<file path="config.mk">
export PLATFORM = sky130hd
export DESIGN_NAME = writeback_regfile
export DESIGN_NICKNAME = d
export VERILOG_FILES = /design/src/rtl/writeback_regfile.sv
export SDC_FILE = /design/constraint.sdc
export NUM_CORES = 2
export LEC_CHECK = 0
export ABC_AREA = 0
export BUFFER_PORTS_ARGS = -buffer_cell sky130_fd_sc_hd__buf_4
export CAP_MARGIN = 20
export CORE_ASPECT_RATIO = 1.25
export CORE_MARGIN = 2
export CORE_UTILIZATION = 40
export DETAILED_ROUTE_END_ITERATION = 12
export PLACE_DENSITY = 0.63
export SYNTH_ARGS = -nofsm -noshare
export SYNTH_HDL_FRONTEND = slang
export SYNTH_SLANG_ARGS = --single-unit
</file>
<file path="constraint.sdc">
create_clock -name clk -period 2.74 [get_ports clk]
set_input_delay 0.274 -clock clk [delete_from_list [all_inputs] [get_ports clk]]
set_output_delay 0.274 -clock clk [all_outputs]
set_load 0.02 [all_outputs]
</file>
<file path="src/rtl/writeback_regfile.sv">
// Writeback stage: result select, 32x32 integer register file with two combinational read ports, retire counter.
// Optional WB_BYPASS_EN: same-cycle write-through from result_w to the read ports.
module writeback_regfile_rdport #(
  parameter int XLEN  = 32,
  parameter int NREGS = 32
) (
  input  logic [NREGS-1:0][XLEN-1:0] regs_i,
  input  logic [4:0]                 rs_i,
  input  logic                       we_i,
  input  logic [4:0]                 rd_w_i,
  input  logic [XLEN-1:0]            result_i,
  output logic [XLEN-1:0]            data_o
);
  localparam int IDX_W = $clog2(NREGS);

  logic in_range;
  assign in_range = (int'(rs_i) < NREGS);

  always_comb begin
    data_o = '0;
    if (rs_i != 5'd0 && in_range) data_o = regs_i[rs_i[IDX_W-1:0]];
`ifdef WB_BYPASS_EN
    // we_i already excludes x0 and out-of-range targets
    if (we_i && rs_i == rd_w_i) data_o = result_i;
`endif
  end

`ifndef WB_BYPASS_EN
  logic unused_bypass;
  assign unused_bypass = ^{we_i, rd_w_i, result_i};
`endif
endmodule

module writeback_regfile #(
  parameter int XLEN  = 32,
  parameter int NREGS = 32,
  parameter int CNT_W = 64
) (
  input  logic             clk,
  input  logic             reset,
  input  logic             valid_w,
  input  logic             reg_write_w,
  input  logic [1:0]       result_src_w,
  input  logic [XLEN-1:0]  alu_result_w,
  input  logic [XLEN-1:0]  read_data_w,
  input  logic [XLEN-1:0]  pc_plus4_w,
  input  logic [XLEN-1:0]  imm_ext_w,
  input  logic [4:0]       rd_w,
  input  logic [4:0]       rs1_d,
  input  logic [4:0]       rs2_d,
  output logic [XLEN-1:0]  rd1_d,
  output logic [XLEN-1:0]  rd2_d,
  output logic [XLEN-1:0]  result_w,
  output logic [CNT_W-1:0] retire_count
);
  localparam int IDX_W  = $clog2(NREGS);
  localparam int NPORTS = 2;

  logic [NREGS-1:0][XLEN-1:0] regs_q;
  logic [CNT_W-1:0]           retire_q, retire_d;
  logic                       we;
  logic [IDX_W-1:0]           wa;

  always_comb begin
    unique case (result_src_w)
      2'b00:   result_w = alu_result_w;
      2'b01:   result_w = read_data_w;
      2'b10:   result_w = pc_plus4_w;
      default: result_w = imm_ext_w;
    endcase
  end

  assign we       = valid_w & reg_write_w & (rd_w != 5'd0) & (int'(rd_w) < NREGS);
  assign wa       = rd_w[IDX_W-1:0];
  assign retire_d = retire_q + CNT_W'(1);

  always_ff @(posedge clk) begin
    if (reset) begin
      regs_q   <= '0;
      retire_q <= '0;
    end else begin
      if (we)      regs_q[wa] <= result_w;
      if (valid_w) retire_q   <= retire_d;
    end
  end

  assign retire_count = retire_q;

  logic [NPORTS-1:0][4:0]      rs;
  logic [NPORTS-1:0][XLEN-1:0] rdata;
  assign rs = {rs2_d, rs1_d};

  for (genvar p = 0; p < NPORTS; p++) begin : g_rd
    writeback_regfile_rdport #(.XLEN(XLEN), .NREGS(NREGS)) u_rd (
      .regs_i   (regs_q),
      .rs_i     (rs[p]),
      .we_i     (we),
      .rd_w_i   (rd_w),
      .result_i (result_w),
      .data_o   (rdata[p])
    );
  end

  assign rd1_d = rdata[0];
  assign rd2_d = rdata[1];
endmodule
</file>
; ---- Word level (Yosys, flattened, before mapping)
; Cells that the tools add are included.
; Widths: inputs -> output; s select.
[op_classes]
multipliers = 0
reduce_logical = 5
n_lt_le_gt_ge = 4
bitwise = 2
addsub = 1
n_mux = 10
shifts = 0
n_eq_ne = 2
div = 0
[ops]
columns = operator, n
row1 = $bwmux 1024, 1
row2 = $bmux 32 s5, 2
row3 = $demux 32 s5, 1
row4 = $mux 32, 5
row5 = $pmux 32 s3, 1
row6 = $add 64x1->64 const B, 1
row7 = $lt 5x6->1 const B, 3
row8 = $reduce_bool 5->1, 3
row9 = $ge 5x1->1 const B, 1
row10 = $and 1x1->1, 2
row11 = $eq 2x1->1 const B, 1
row12 = $eq 2x2->1 const B, 1
row13 = $logic_not 2->1, 1
row14 = $logic_and 1x1->1, 1
[totals]
out_inout_bits = 160
wordCells = 57
reg_bits = 1088
latchBits = 0
mem_bits_ro = 0
ram_bits = 0
inputBits = 149
n_memories = 0

; ---- Depth between registers and ports, before layout
[logic_depth]
word_depth = 5
mapped_depth = 10

; ---- Cells and area by module
; From an unflattened synthesis, not the netlist that was laid out.
[hier_totals]
hier_cells = 6298
area_unflattened_um2 = 55811.0
[modules_own_cells]
columns = mod, n_inst, area_each_um2, cells_per_inst
row1 = writeback_regfile, 1, 39075.0, 4970
row2 = writeback_regfile_rdport, 2, 8368.0, 664

; ---- Least setup slack after synthesis
; OpenSTA, ideal clock, no wires.
[synth_timing]
kind = input port to output port
startpoint = in rs2_d[1]
endpoint = out rd2_d[29]
required_ps = 2466
arrival_ps = 2406
stages = 7
setup_slack_ps = 60
path_cell_list = clkbuf_1 -> clkbuf_1 -> buf_1 -> mux4_2 -> mux4_2 -> nand2_1 -> o21ai_0
[synth_between]
elab_chain_cells = 3
[synth_lines]
columns = element, line
row1 = start: declaration, 50  ; input logic [4:0] rs2_d,
row2 = $bmux 32 s5, 21  ; if (rs_i != 5'd0 && in_range) data_o = regs_i[rs_i[IDX_W-1:0]];
row3 = $mux 32 (implied by the code), 21
row4 = $mux 32 *, 21
row5 = end: declaration, 52  ; output logic [XLEN-1:0] rd2_d,
; Mark *: on every way between the ends. The rest lies on a longest branch, timed or not. The select of a mux whose other input is x is not followed.

; ---- Final worst setup path
[layout_timing]
startpoint = reg regs_q[616] (netlist bit)
endpoint = out rd2_d[8]
[layout_between]
elab_chain_cells = 3
[layout_lines]
columns = element, line
row1 = start: declaration, 59  ; logic [NREGS-1:0][XLEN-1:0] regs_q;
row2 = start signal: indexed assignment, 82  ; if (we) regs_q[wa] <= result_w;
row3 = $bmux 32 s5, 21
row4 = $mux 32 (implied by the code), 21
row5 = $mux 32, 21
; Every way passes these cells. The select of a mux whose other input is x is not followed.

==> results.md <==
* Run status: finished, violations left
* Failing checks: negative setup slack
* CP max-delay cell: mux4_2
* GR Overflow Total at 0
* Later-pin clock latency in the skew report at 0.72 ns
* Syn nets at 6304
* Area Growth Syn to Fin at 20.2%
* Worst Setup EP: rd2_d[8]
* CP Capture Type: output port
* Die Span Y at approximately 420 microns
* Post-Synth XOR/XNOR Area at 0.516%
* Worst-Margin Slew at 0.871 ns
* IO Pins at between 300 and 400
* Final Cycle Share at 102%
* RR Startpoint: retire_count[24]
* Crit Path Class: reg2out
* Die area at 139000 sq um
* Post-synthesis compound-gate area fraction at 12.5%
* Design Area, Final at roughly 65000 sq um
* # DRC at 0
* Synth area leader: dfxtp_1
* Simple-Gate Fraction of Synth Area at around 18%
* Syn avg cell area at 8.82 sq um
* Initial antenna violation count at 6
* YS warnings at 0
* Placed cell area at 61100 sq um
* Mapped Area at 54300 sq um
* Main combinational cell family by area after synthesis: multiplexers
* Critical path peak fanout at 3
* Final nets at roughly 6500
* Share of cells above drive strength 1 at 26.3%
* PD cells at between 500 and 600 nW/um^2
* CP Cell Sequence: mux4_2, mux4_2, inv_1, a21oi_1, buf_4
* Number of fill cells at between 10000 and 15000
* Seq/Total Area, Yosys at 39.3%
* Most common cell in the synthesized netlist: nand2_1
* Final core occ at 48.3%
* CP max stage delay at approximately 0.53 ns
* Dominant delay contributor by cell family on the critical path: multiplexers
* Count of final setup violators at 7
* First-pass GRT wire length at 316000 microns
* H-tree depth at 3
* Longest Clk Path Bufs at 3
* Worst setup skew after layout at 0.0150 ns
* Async SR Flop Fraction at 0%
* Post-synth EDFFs at 0
* Starting Density at 40.2%
* Worst reg2reg path depth at 5
* Final min period at 2.78 ns
* Die Wd at about 330 microns
* Vias at between 50000 and 60000
* Root Driver: clkbuf_16
* Core Box Area at 135000 sq um
* CTS Buf Count at 103
* Min-Delay Path Class: in2reg
* Max-cap viol count at 0
* Vias in the first global route at between 40000 and 50000
* Synth Instances at 6154
* Synth Flop Type: dfxtp_1
* Synth top area share at between 30% and 40%
* Reg clk slew, reported paths at 0.06 ns
* RSZ-0062 raised after global routing: true
* Adder-cell share of the synthesized area at less than 1%
* Total Wirelength at 214000 microns
* Max IR drop VDD at roughly 0.55 mV
* WP data required at approximately 2.5 ns
* Routed WL per cell at 26.2 microns
* TritonCTS clock tree: built
* Fin. Hold Viols at 0
* Leakage Power at 21.6 nW
* RD Place Congestion at between 0.9 and 1
* Vias/cell at 6.16
* Achievable Freq at 359 MHz
* Initial DRC Count at 6164
* Max Slew Vio Count at 0
* Worst setup path start: regs_q[616]
* R2R setup slack at 0.21 ns
* Synth cell count leaders: nand2_1, a21oi_1, dfxtp_1
* ANT nets after route at 0
* Crit path buf inv count at 2
* GR Util All Layers at a little over 30%
* Port bufs at between 300 and 400
* Largest net degree at the start of global routing at approximately 110
* Crit path DAT at 2.51 ns
* Critical path depth at 5
* Pre-Repair DR Iteration Count at 9
* Top post-synthesis cells by area: dfxtp_1, mux4_2, nand2_1, a21oi_1, clkbuf_1
* Detailed placer's ending HPWL at 135000 microns
* Rows at 151
* Relative slew slack at 41.9%
* Reg2reg end: retire_count[54]
* Sink Count at 1065
* Mux share of post-synthesis cell area at 25.1%
* CP most frequent cell: mux4_2
* Synth unique cells at 46
* PnR worst setup slack at -0.0424 ns
* Critical path launch point type: flip-flop
* FF+latch count, synth at 1065
[final cells by class]
| type | instances | area, sq um | share of cell area [%] |
|---|---|---|---|
| Inverter | 103 | 403 | 0.617 |
| Tap cell | 1759 | 2200 | 3.37 |
| Sequential cell | 1065 | 21400 | 32.7 |
| Clock inverter | 48 | 788 | 1.21 |
| Multi-Input combinational cell | 4378 | 30900 | 47.4 |
| Antenna cell | 2 | 5.00 | 0.00767 |
| Timing Repair Buffer | 687 | 6640 | 10.2 |
| Clock buffer | 141 | 2940 | 4.51 |
[cell families after synthesis]
kind of cell,after synthesis
AOI/OAI and AO/OA,1284
xor gates and xnor gates,32
DFF,1065
and+or+nand+nor,2394
adders and majority gates,1
buffers and inverters,711
muxes,667
[worst register-to-register path, cell delays in order, from the launching register on]
cell and delay (ns):
dfxtp_1 0.44, nand4_2 0.19, or4_4 0.58, or4b_4 0.62
or4_1 0.50, a21oi_1 0.14
[registers in the layout (all words and copies together), names as in the netlist]
name	cells
retire_count	64
regs_q	1001
[metrics by stage]
| stage | setup TNS (ns) | setup slack (ns) | hold WS [ns] | total power, mW | instances |
|---|---|---|---|---|---|
| after floorplan | 0 | 0.0603 | 0.433 | 17.9 | 6154 |
| after global placement | -0.0582 | -0.0493 | 0.448 | 19.6 | 7993 |
| after detailed placement | -0.0416 | -0.0225 | 0.457 | 19.7 | 7993 |
| after CTS | -0.407 | -0.0713 | 0.256 | 35.4 | 8182 |
| after global routing | -0.350 | -0.0526 | 0.326 | 36.2 | 8181 |
| final | -0.139 | -0.0424 | 0.299 | 35.4 | 8183 |
[power by group]
group          switching, mW  leakage (nW)  internal (mW)
combinational           2.48          11.2           1.38
clock                   6.58          1.82           9.39
sequential            0.0539          8.59           15.5
[worst min-delay path by stage]
| stage | cells past startpoint | endpoint | slack (ns) | from |
|---|---|---|---|---|
| global placement | 1 | regs_q[6] | 0.45 | regs_q[6] |
| finish | 5 | regs_q[741] | 0.30 | rd_w[3] |
| detailed placement | 2 | regs_q[717] | 0.46 | regs_q[717] |
| global route | 5 | regs_q[741] | 0.33 | rd_w[3] |
| CTS | 5 | regs_q[482] | 0.26 | rd_w[4] |
| floorplan | 1 | regs_q[10] | 0.43 | regs_q[10] |
[per-layer routing]
layer	up-vias	global-route usage [%]	wire length [microns]
met1	24600	38.2	78700
met5	-	0	54
met3	810	5.94	23800
met2	3181	47.8	97500
met4	8	18.3	14300
li1	21900	-	-
[timing repair]
item | in CTS | in global routing
hold endpoints to repair | 43 | 0
gates resized for setup | 81 | 52
hold buffers | 2 | 0
setup buffers | 1 | 0
setup endpoints to repair | 39 | 37
pin swaps | 4 | 1
[layout by cell type, fill, tap and decap left out, drive strengths merged, types with 13 or more instances in the layout]
master,count
nand2,2097
a21oi,1131
dfxtp,1065
buf,684
mux4,543
clkbuf,142
inv,106
mux2,103
nor2,80
a221oi,52
o22ai,41
nand3,37
nor2b,31
nand4,29
nor3,23
mux2i,21
xor2,20
bufinv,20
o21ai,20
or3,18
clkinv,17
or4,14
o31ai,13
and3,13
Note: power is estimated with default switching activity, not from simulation.
